===== src/rtl/load_store_unit_pkg.sv =====
// Shared types and helpers for the load/store unit.
//   - load/store funct3 encodings (RISC-V LOAD/STORE major opcodes)
//   - FSM state encoding for the transaction sequencer
//   - fault-cause encoding reported on o_faultCause
//   - legality and alignment helpers evaluated on the incoming request
package load_store_unit_pkg;

    typedef enum logic [2:0] {
        LB  = 3'b000,
        LH  = 3'b001,
        LW  = 3'b010,
        LBU = 3'b100,
        LHU = 3'b101
    } load_funct3_e;

    typedef enum logic [2:0] {
        SB = 3'b000,
        SH = 3'b001,
        SW = 3'b010
    } store_funct3_e;

    typedef enum logic [1:0] {
        ST_IDLE      = 2'b00,
        ST_REQ       = 2'b01,
        ST_WAIT_RESP = 2'b10,
        ST_DONE      = 2'b11
    } lsu_state_e;

    typedef enum logic [1:0] {
        CAUSE_NONE       = 2'b00,
        CAUSE_MISALIGNED = 2'b01,
        CAUSE_TIMEOUT    = 2'b10,
        CAUSE_ILLEGAL    = 2'b11
    } fault_cause_e;

    // True when funct3 names a width/sign the given direction supports.
    function automatic logic funct3_legal(input logic is_store, input logic [2:0] funct3);
        logic legal;
        if (is_store) begin
            legal = (funct3 == SB) || (funct3 == SH) || (funct3 == SW);
        end else begin
            legal = (funct3 == LB) || (funct3 == LH) || (funct3 == LW) ||
                    (funct3 == LBU) || (funct3 == LHU);
        end
        return legal;
    endfunction

    // Halfwords need an even address, words a multiple of four.
    // Only meaningful for legal funct3 values.
    function automatic logic addr_misaligned(input logic [2:0] funct3, input logic [1:0] offset);
        logic mis;
        case (funct3[1:0])
            2'b01:   mis = offset[0];
            2'b10:   mis = (offset != 2'b00);
            default: mis = 1'b0;
        endcase
        return mis;
    endfunction

endpackage


===== src/rtl/lsu_lane_align.sv =====
// Purely combinational byte-lane steering for the load/store unit.
//   Store side: st_size (funct3[1:0]), st_offset (addr[1:0]), st_data (rs2)
//               -> st_lane_data (replicated across lanes), st_byte_en.
//   Load side:  ld_funct3, ld_offset, ld_word (bus read word)
//               -> ld_result (shifted down and sign/zero-extended).
module lsu_lane_align
    import load_store_unit_pkg::*;
(
    input  logic [1:0]  st_size,
    input  logic [1:0]  st_offset,
    input  logic [31:0] st_data,
    output logic [31:0] st_lane_data,
    output logic [3:0]  st_byte_en,
    input  logic [2:0]  ld_funct3,
    input  logic [1:0]  ld_offset,
    input  logic [31:0] ld_word,
    output logic [31:0] ld_result
);

    // Each lane picks its byte from the replicated pattern, so the memory
    // side can simply write whichever lanes are enabled.
    genvar gi;
    generate
        for (gi = 0; gi < 4; gi++) begin : g_lane
            localparam logic [1:0] LANE = 2'(gi);

            assign st_lane_data[8*gi +: 8] =
                (st_size == 2'b00) ? st_data[7:0] :
                (st_size == 2'b01) ? st_data[8*(gi%2) +: 8] :
                (st_size == 2'b10) ? st_data[8*gi +: 8] :
                                     8'h00;

            assign st_byte_en[gi] =
                (st_size == 2'b00) ? (st_offset == LANE) :
                (st_size == 2'b01) ? (st_offset[1] == LANE[1]) :
                                     (st_size == 2'b10);
        end
    endgenerate

    logic [31:0] ld_shifted;
    assign ld_shifted = ld_word >> {ld_offset, 3'b000};

    always_comb begin
        ld_result = 32'h0;
        case (ld_funct3)
            LB:      ld_result = {{24{ld_shifted[7]}}, ld_shifted[7:0]};
            LH:      ld_result = {{16{ld_shifted[15]}}, ld_shifted[15:0]};
            // Words are always aligned by the time a response arrives,
            // so the shift is zero here.
            LW:      ld_result = ld_shifted;
            LBU:     ld_result = {24'h0, ld_shifted[7:0]};
            LHU:     ld_result = {16'h0, ld_shifted[15:0]};
            default: ld_result = 32'h0;
        endcase
    end

endmodule


===== src/rtl/load_store_unit.sv =====
// Data-memory access stage after the ALU. Converts a load/store request into
// a valid/ready bus transaction, stalls the core until completion, and
// returns extended load data or a fault indication.
//   i_clk, i_rst_n          clock, synchronous active-low reset
//   i_memRequest/i_memWrite  request and direction from the core
//   i_funct3, i_address      width/sign and effective address
//   i_writeData              store data (rs2)
//   o_stall                  hold PC/writeback
//   o_readData               extended load result (updated entering DONE)
//   o_fault, o_faultCause    one-cycle fault report in DONE
//   o_bus*/i_bus*            data bus request and read response
module load_store_unit
    import load_store_unit_pkg::*;
#(
    parameter int TIMEOUT_CYCLES = 255
) (
    input  logic        i_clk,
    input  logic        i_rst_n,
    input  logic        i_memRequest,
    input  logic        i_memWrite,
    input  logic [2:0]  i_funct3,
    input  logic [31:0] i_address,
    input  logic [31:0] i_writeData,
    output logic        o_stall,
    output logic [31:0] o_readData,
    output logic        o_fault,
    output logic [1:0]  o_faultCause,
    output logic        o_busValid,
    input  logic        i_busReady,
    output logic        o_busWrite,
    output logic [31:0] o_busAddress,
    output logic [31:0] o_busWriteData,
    output logic [3:0]  o_busByteEnable,
    input  logic        i_busReadValid,
    input  logic [31:0] i_busReadData
);

    localparam logic [1:0] IDLE      = ST_IDLE;
    localparam logic [1:0] REQ       = ST_REQ;
    localparam logic [1:0] WAIT_RESP = ST_WAIT_RESP;
    localparam logic [1:0] DONE      = ST_DONE;

    // The counter only needs to reach TIMEOUT_CYCLES-1: the cycle on which
    // it holds that value is the last one spent waiting.
    localparam int CNT_W = (TIMEOUT_CYCLES < 2) ? 1 : $clog2(TIMEOUT_CYCLES);
    localparam logic [CNT_W-1:0] CNT_LAST = CNT_W'(TIMEOUT_CYCLES - 1);

    logic [1:0]       state_reg, state_next;
    logic [CNT_W-1:0] count_reg;
    logic [1:0]       offset_reg;
    logic [2:0]       funct3_reg;
    logic             write_reg;
    logic [31:0]      addr_reg;
    logic [31:0]      wdata_reg;
    logic [3:0]       be_reg;
    logic             fault_reg;
    logic [1:0]       cause_reg;
    logic [31:0]      read_data_reg;

    logic        req_illegal, req_misaligned, req_fault;
    logic [1:0]  req_cause;
    logic        handshake, count_hit;
    logic [31:0] st_lane_data, ld_result;
    logic [3:0]  st_byte_en;

    assign req_illegal    = !funct3_legal(i_memWrite, i_funct3);
    assign req_misaligned = addr_misaligned(i_funct3, i_address[1:0]);
    assign req_fault      = req_illegal || req_misaligned;
    assign req_cause      = req_illegal ? CAUSE_ILLEGAL : CAUSE_MISALIGNED;
    assign handshake      = (state_reg == REQ) && i_busReady;
    assign count_hit      = (count_reg == CNT_LAST);

    lsu_lane_align u_lane_align (
        .st_size      (i_funct3[1:0]),
        .st_offset    (i_address[1:0]),
        .st_data      (i_writeData),
        .st_lane_data (st_lane_data),
        .st_byte_en   (st_byte_en),
        .ld_funct3    (funct3_reg),
        .ld_offset    (offset_reg),
        .ld_word      (i_busReadData),
        .ld_result    (ld_result)
    );

    always_comb begin
        state_next = state_reg;
        case (state_reg)
            IDLE: begin
                if (i_memRequest) begin
                    state_next = req_fault ? DONE : REQ;
                end
            end
            REQ: begin
                // The handshake is checked first so it wins over a timeout
                // landing on the same cycle.
                if (handshake) begin
                    state_next = write_reg ? DONE : WAIT_RESP;
                end else if (count_hit) begin
                    state_next = DONE;
                end
            end
            WAIT_RESP: begin
                if (i_busReadValid || count_hit) begin
                    state_next = DONE;
                end
            end
            // The core advances on the DONE edge, so a request still high
            // here belongs to the finished instruction and is ignored.
            DONE:    state_next = IDLE;
            default: state_next = IDLE;
        endcase
    end

    always_ff @(posedge i_clk) begin
        if (!i_rst_n) begin
            state_reg     <= IDLE;
            count_reg     <= '0;
            offset_reg    <= 2'b00;
            funct3_reg    <= 3'b000;
            write_reg     <= 1'b0;
            addr_reg      <= 32'h0;
            wdata_reg     <= 32'h0;
            be_reg        <= 4'h0;
            fault_reg     <= 1'b0;
            cause_reg     <= CAUSE_NONE;
            read_data_reg <= 32'h0;
        end else begin
            state_reg <= state_next;
            case (state_reg)
                IDLE: begin
                    if (i_memRequest) begin
                        addr_reg   <= {i_address[31:2], 2'b00};
                        offset_reg <= i_address[1:0];
                        funct3_reg <= i_funct3;
                        write_reg  <= i_memWrite;
                        wdata_reg  <= i_memWrite ? st_lane_data : 32'h0;
                        be_reg     <= i_memWrite ? st_byte_en : 4'h0;
                        fault_reg  <= req_fault;
                        cause_reg  <= req_fault ? req_cause : CAUSE_NONE;
                        count_reg  <= '0;
                        if (req_fault) begin
                            read_data_reg <= 32'h0;
                        end
                    end
                end
                REQ: begin
                    if (handshake) begin
                        count_reg <= '0;
                    end else if (count_hit) begin
                        fault_reg     <= 1'b1;
                        cause_reg     <= CAUSE_TIMEOUT;
                        read_data_reg <= 32'h0;
                    end else begin
                        count_reg <= count_reg + 1'b1;
                    end
                end
                WAIT_RESP: begin
                    if (i_busReadValid) begin
                        read_data_reg <= ld_result;
                    end else if (count_hit) begin
                        fault_reg     <= 1'b1;
                        cause_reg     <= CAUSE_TIMEOUT;
                        read_data_reg <= 32'h0;
                    end else begin
                        count_reg <= count_reg + 1'b1;
                    end
                end
                DONE: begin
                    fault_reg <= 1'b0;
                    cause_reg <= CAUSE_NONE;
                end
                default: ;
            endcase
        end
    end

    assign o_stall = ((state_reg == IDLE) && i_memRequest) ||
                     (state_reg == REQ) || (state_reg == WAIT_RESP);
    assign o_busValid      = (state_reg == REQ);
    assign o_busWrite      = write_reg;
    assign o_busAddress    = addr_reg;
    assign o_busWriteData  = wdata_reg;
    assign o_busByteEnable = be_reg;
    assign o_readData      = read_data_reg;
    assign o_fault         = (state_reg == DONE) && fault_reg;
    assign o_faultCause    = (state_reg == DONE) ? cause_reg : 2'b00;

endmodule


===== config.mk =====
export PLATFORM = sky130hd
export DESIGN_NAME = load_store_unit
export DESIGN_NICKNAME = d
export VERILOG_FILES = /design/src/rtl/load_store_unit_pkg.sv /design/src/rtl/lsu_lane_align.sv /design/src/rtl/load_store_unit.sv
export SDC_FILE = /design/constraint.sdc
export NUM_CORES = 1
export LEC_CHECK = 0
export CORE_MARGIN = 10
export CORE_UTILIZATION = 40
export DETAILED_ROUTE_END_ITERATION = 16
export PLACE_DENSITY = 0.74
export SETUP_SLACK_MARGIN = 0.3
export SYNTH_ARGS = -nofsm -noshare
export SYNTH_HDL_FRONTEND = slang
export SYNTH_SLANG_ARGS = --single-unit

===== constraint.sdc =====
create_clock -name i_clk -period 2.25 [get_ports i_clk]
set_input_delay 0.45 -clock i_clk [delete_from_list [all_inputs] [get_ports i_clk]]
set_output_delay 0.45 -clock i_clk [all_outputs]
set_load 0.01 [all_outputs]

==> impl_metrics.py <==
metrics = {
    "placement": {
        "io_buffers": 208,
        "hpwl_um": 14780,
        "dp.cells": 1088,
        "gp_congestion": 0.8802,
        "place_ws_ps": -229.0,
    },
    "die": {
        "rows": 43,
        "fp.coreArea_sq_um": 13770,
        "die_w_um": 138.1,
        "ios": 211,
        "initial_core_util_pct": 40.53,
        "die_h_um": 138.1,
        "die_area_sq_um": 19080,
    },
    "finish": {
        "fillers": 1197,
        "final_cells": 1125,
        "diodes": 0,
        "fin_nets": 1048,
        "drive_gt1_share_pct": 14.71,
        "syn_to_final_growth_pct": 59.52,
        "multiInputGateArea_sq_um": 3072,
        "regArea_sq_um": 2349,
    },
    "clock_tree": {
        "cts-root-buf": "clkbuf_16",
        "cts_tree": "yes",
        "clock_latency_ps": 420,
        "clock_sinks": 117,
        "clk_pin_slew_ps": 60,
        "cts_buffers": 17,
        "ctsHoldBuffers": 0,
        "htree_levels": 4,
        "cts_max_path_buffers": 2,
    },
    "critical_path": {
        "cpPeakStageDelay_ps": 370,
        "path_buf_inv": 2,
        "worst-endpoint-required_ps": 1800,
        "end_kind": "output pin",
        "rr_startpoint": "count_reg[1]",
        "startpoint_type": "register",
        "critPathArrivalTime_ps": 1610,
        "cpMaxStageDelayCell": "dfxtp_4",
        "path_cells": "inv_4 > ha_2 > and2_4 > or3_4 > buf_6",
        "critPathTopFamily": "simple AND/OR/NAND/NOR gates",
        "worst-setup-path-type": "reg2out",
        "cp-startpoint": "state_reg[0]",
        "path_max_fanout": 5,
    },
    "pwr": {
        "total_power_mw": 8.224,
        "p_leak_nw": 3.320,
        "ir_drop_mv": 0.5997,
        "p_per_area_nw_per_um2": 923.7,
    },
    "routing": {
        "drt_first_iter_violations": 301,
        "routed_wl_um": 19720,
        "viasPerCell": 5.252,
        "wl_per_cell_um": 17.53,
        "drt_pass1_iterations": 8,
        "vias": 5909,
        "drc": 0,
        "postRouteAntennaNets": 0,
    },
    "sta": {
        "fmax_ghz": 0.4855,
        "setup_violations": 0,
        "hold_violations": 0,
        "fin_crit_sh_pct": 91.53,
        "finalCriticalPeriod_ps": 2060,
        "grt_setup_unrepaired": "true",
        "slew_viol_final": 0,
        "clock_skew_ps": 7.657,
        "fin_ws_ps": 190.5,
    },
    "global_route": {
        "track_usage_pct": 19.63,
        "grt_max_degree": 61,
        "grt_antenna_before_repair": 0,
        "grt_pass1_vias": 5756,
        "grt_pass1_wl_um": 30820,
        "grt_overflow": 0,
    },
    "synth": {
        "synth-seq-area-share_pct": 41.96,
        "syn_area_sq_um": 5582,
        "synth_edf_count": 0,
        "synth_largest_area_cell": "dfxtp_1",
        "synthFlopType": "dfxtp_1",
        "ys_top_cells_by_count": "121 x a21oi_1, 121 x nand2_1, 117 x dfxtp_1, 72 x nor2_1, 21 x clkbuf_1",
        "yosysUniqueCellTypes": 54,
        "ys_ff_latch": 117,
        "synth_warnings": 0,
        "syn-mean-instance-area_sq_um": 8.008,
        "synthDominantCellAreaShare_pct": 41.96,
        "syn-instance-count": 697,
        "async_reset_ff_share_pct": 0,
        "synth.area.top_cells": "dfxtp_1 42%, a21oi_1 11%, nand2_1 8.1%, nor2_1 4.8%, mux2i_1 2.7%",
    },
    "job": {
        "max-cap-violations": 0,
    },
    "outcome": {
        "outcome": "complete, no violations",
    },
    "hold_path": {
        "hp-class": "reg2reg",
        "worstHoldStart": "o_busAddress[22]",
    },
}
## cell type report
class / count / share of cell area, %
repair buffers: 263 / 29.10
multi-input cells: 516 / 34.50
inverters: 17 / 0.7448
well taps: 180 / 2.530
flip-flops and latches: 117 / 26.38
clock inverters: 12 / 1.729
clock buffers: 20 / 5.017
## placed cells by master (no fill, tap or decap), types with 4 or more instances in the layout
| cell type | n |
|---|---|
| a211oi_1 | 9 |
| a21oi_1 | 121 |
| a221oi_1 | 4 |
| a22oi_1 | 11 |
| a2bb2oi_1 | 7 |
| and2_1 | 5 |
| and3_1 | 4 |
| buf_12 | 7 |
| buf_4 | 46 |
| clkbuf_16 | 18 |
| clkdlybuf4s50_1 | 201 |
| dfxtp_1 | 114 |
| ha_1 | 5 |
| inv_1 | 12 |
| mux2_2 | 10 |
| mux2i_1 | 15 |
| nand2_1 | 118 |
| nand3_1 | 5 |
| nor2_1 | 72 |
| nor2b_1 | 14 |
| nor3_1 | 6 |
| o211ai_1 | 10 |
| o21ai_0 | 18 |
| o22ai_1 | 17 |
| o2bb2ai_1 | 14 |
## layer usage
layer  vias up  GRT usage, %  part of all wire [%]
met3        19         9.349                   9.8
met4         0         6.104                   1.3
met1      2751         22.49                    42
li1       2908             -                     -
met5         -             0                     0
met2       231         31.65                    47
## worst paths after layout
kind / end / slack, ps / cells after the start
worst max-delay path: o_stall / 190 / 5
worst min-delay path: o_busAddress[22] / 450 / 2
worst max register to register: o_readData[12] / 390 / 7
worst min register to register: o_busAddress[22] / 450 / 2
## power breakdown
part           internal (mW)  switching, mW  total, mW
sequential              2.30          0.146       2.44
clock                   1.77          0.966       2.73
combinational           1.45           1.59       3.05
## repair_timing
item,4_1_cts,5_1_grt
setup endpoints to repair,57,55
pin swaps,3,6
resized for setup,19,25
gates cloned,1,0
buffers inserted,0,4
## worst register-to-register path: stages (launching register included)
cell	delay (ps)
dfxtp_1	400
ha_1	190
nand4_1	150
or2_2	370
o211ai_1	200
a21oi_4	140
clkbuf_16	180
o2bb2ai_2	120
## cell families (layout without fill, tap and decap cells)
| family | count (synthesis) | after routing | share of synthesized area [%] |
|---|---|---|---|
| buf+inv | 65 | 312 | 5.514 |
| fa+ha+maj | 11 | 11 | 2.466 |
| mux | 26 | 26 | 4.909 |
| other cells | 1 | 2 | 0.06718 |
| simple gates | 250 | 250 | 19.77 |
| flops | 117 | 117 | 41.96 |
| compound gates | 226 | 226 | 25.15 |
| xor+xnor | 1 | 1 | 0.1569 |
## stage by stage
stage | TNS, ps | instance area [sq um] | hold slack, ps | util [%]
2_1_floorplan | 0 | 5652 | 449.8 | -
6_report | 0 | 8904 | 452.3 | 64.64
3_5_place_dp | -10620 | 8174 | 447.2 | 59.35
4_1_cts | 0 | 8813 | 454.4 | 63.99
3_3_place_gp | -8622 | 8174 | 441.3 | 59.35
5_1_grt | 0 | 8904 | 466.3 | 64.64
Note: power is estimated with default switching activity, not from simulation.
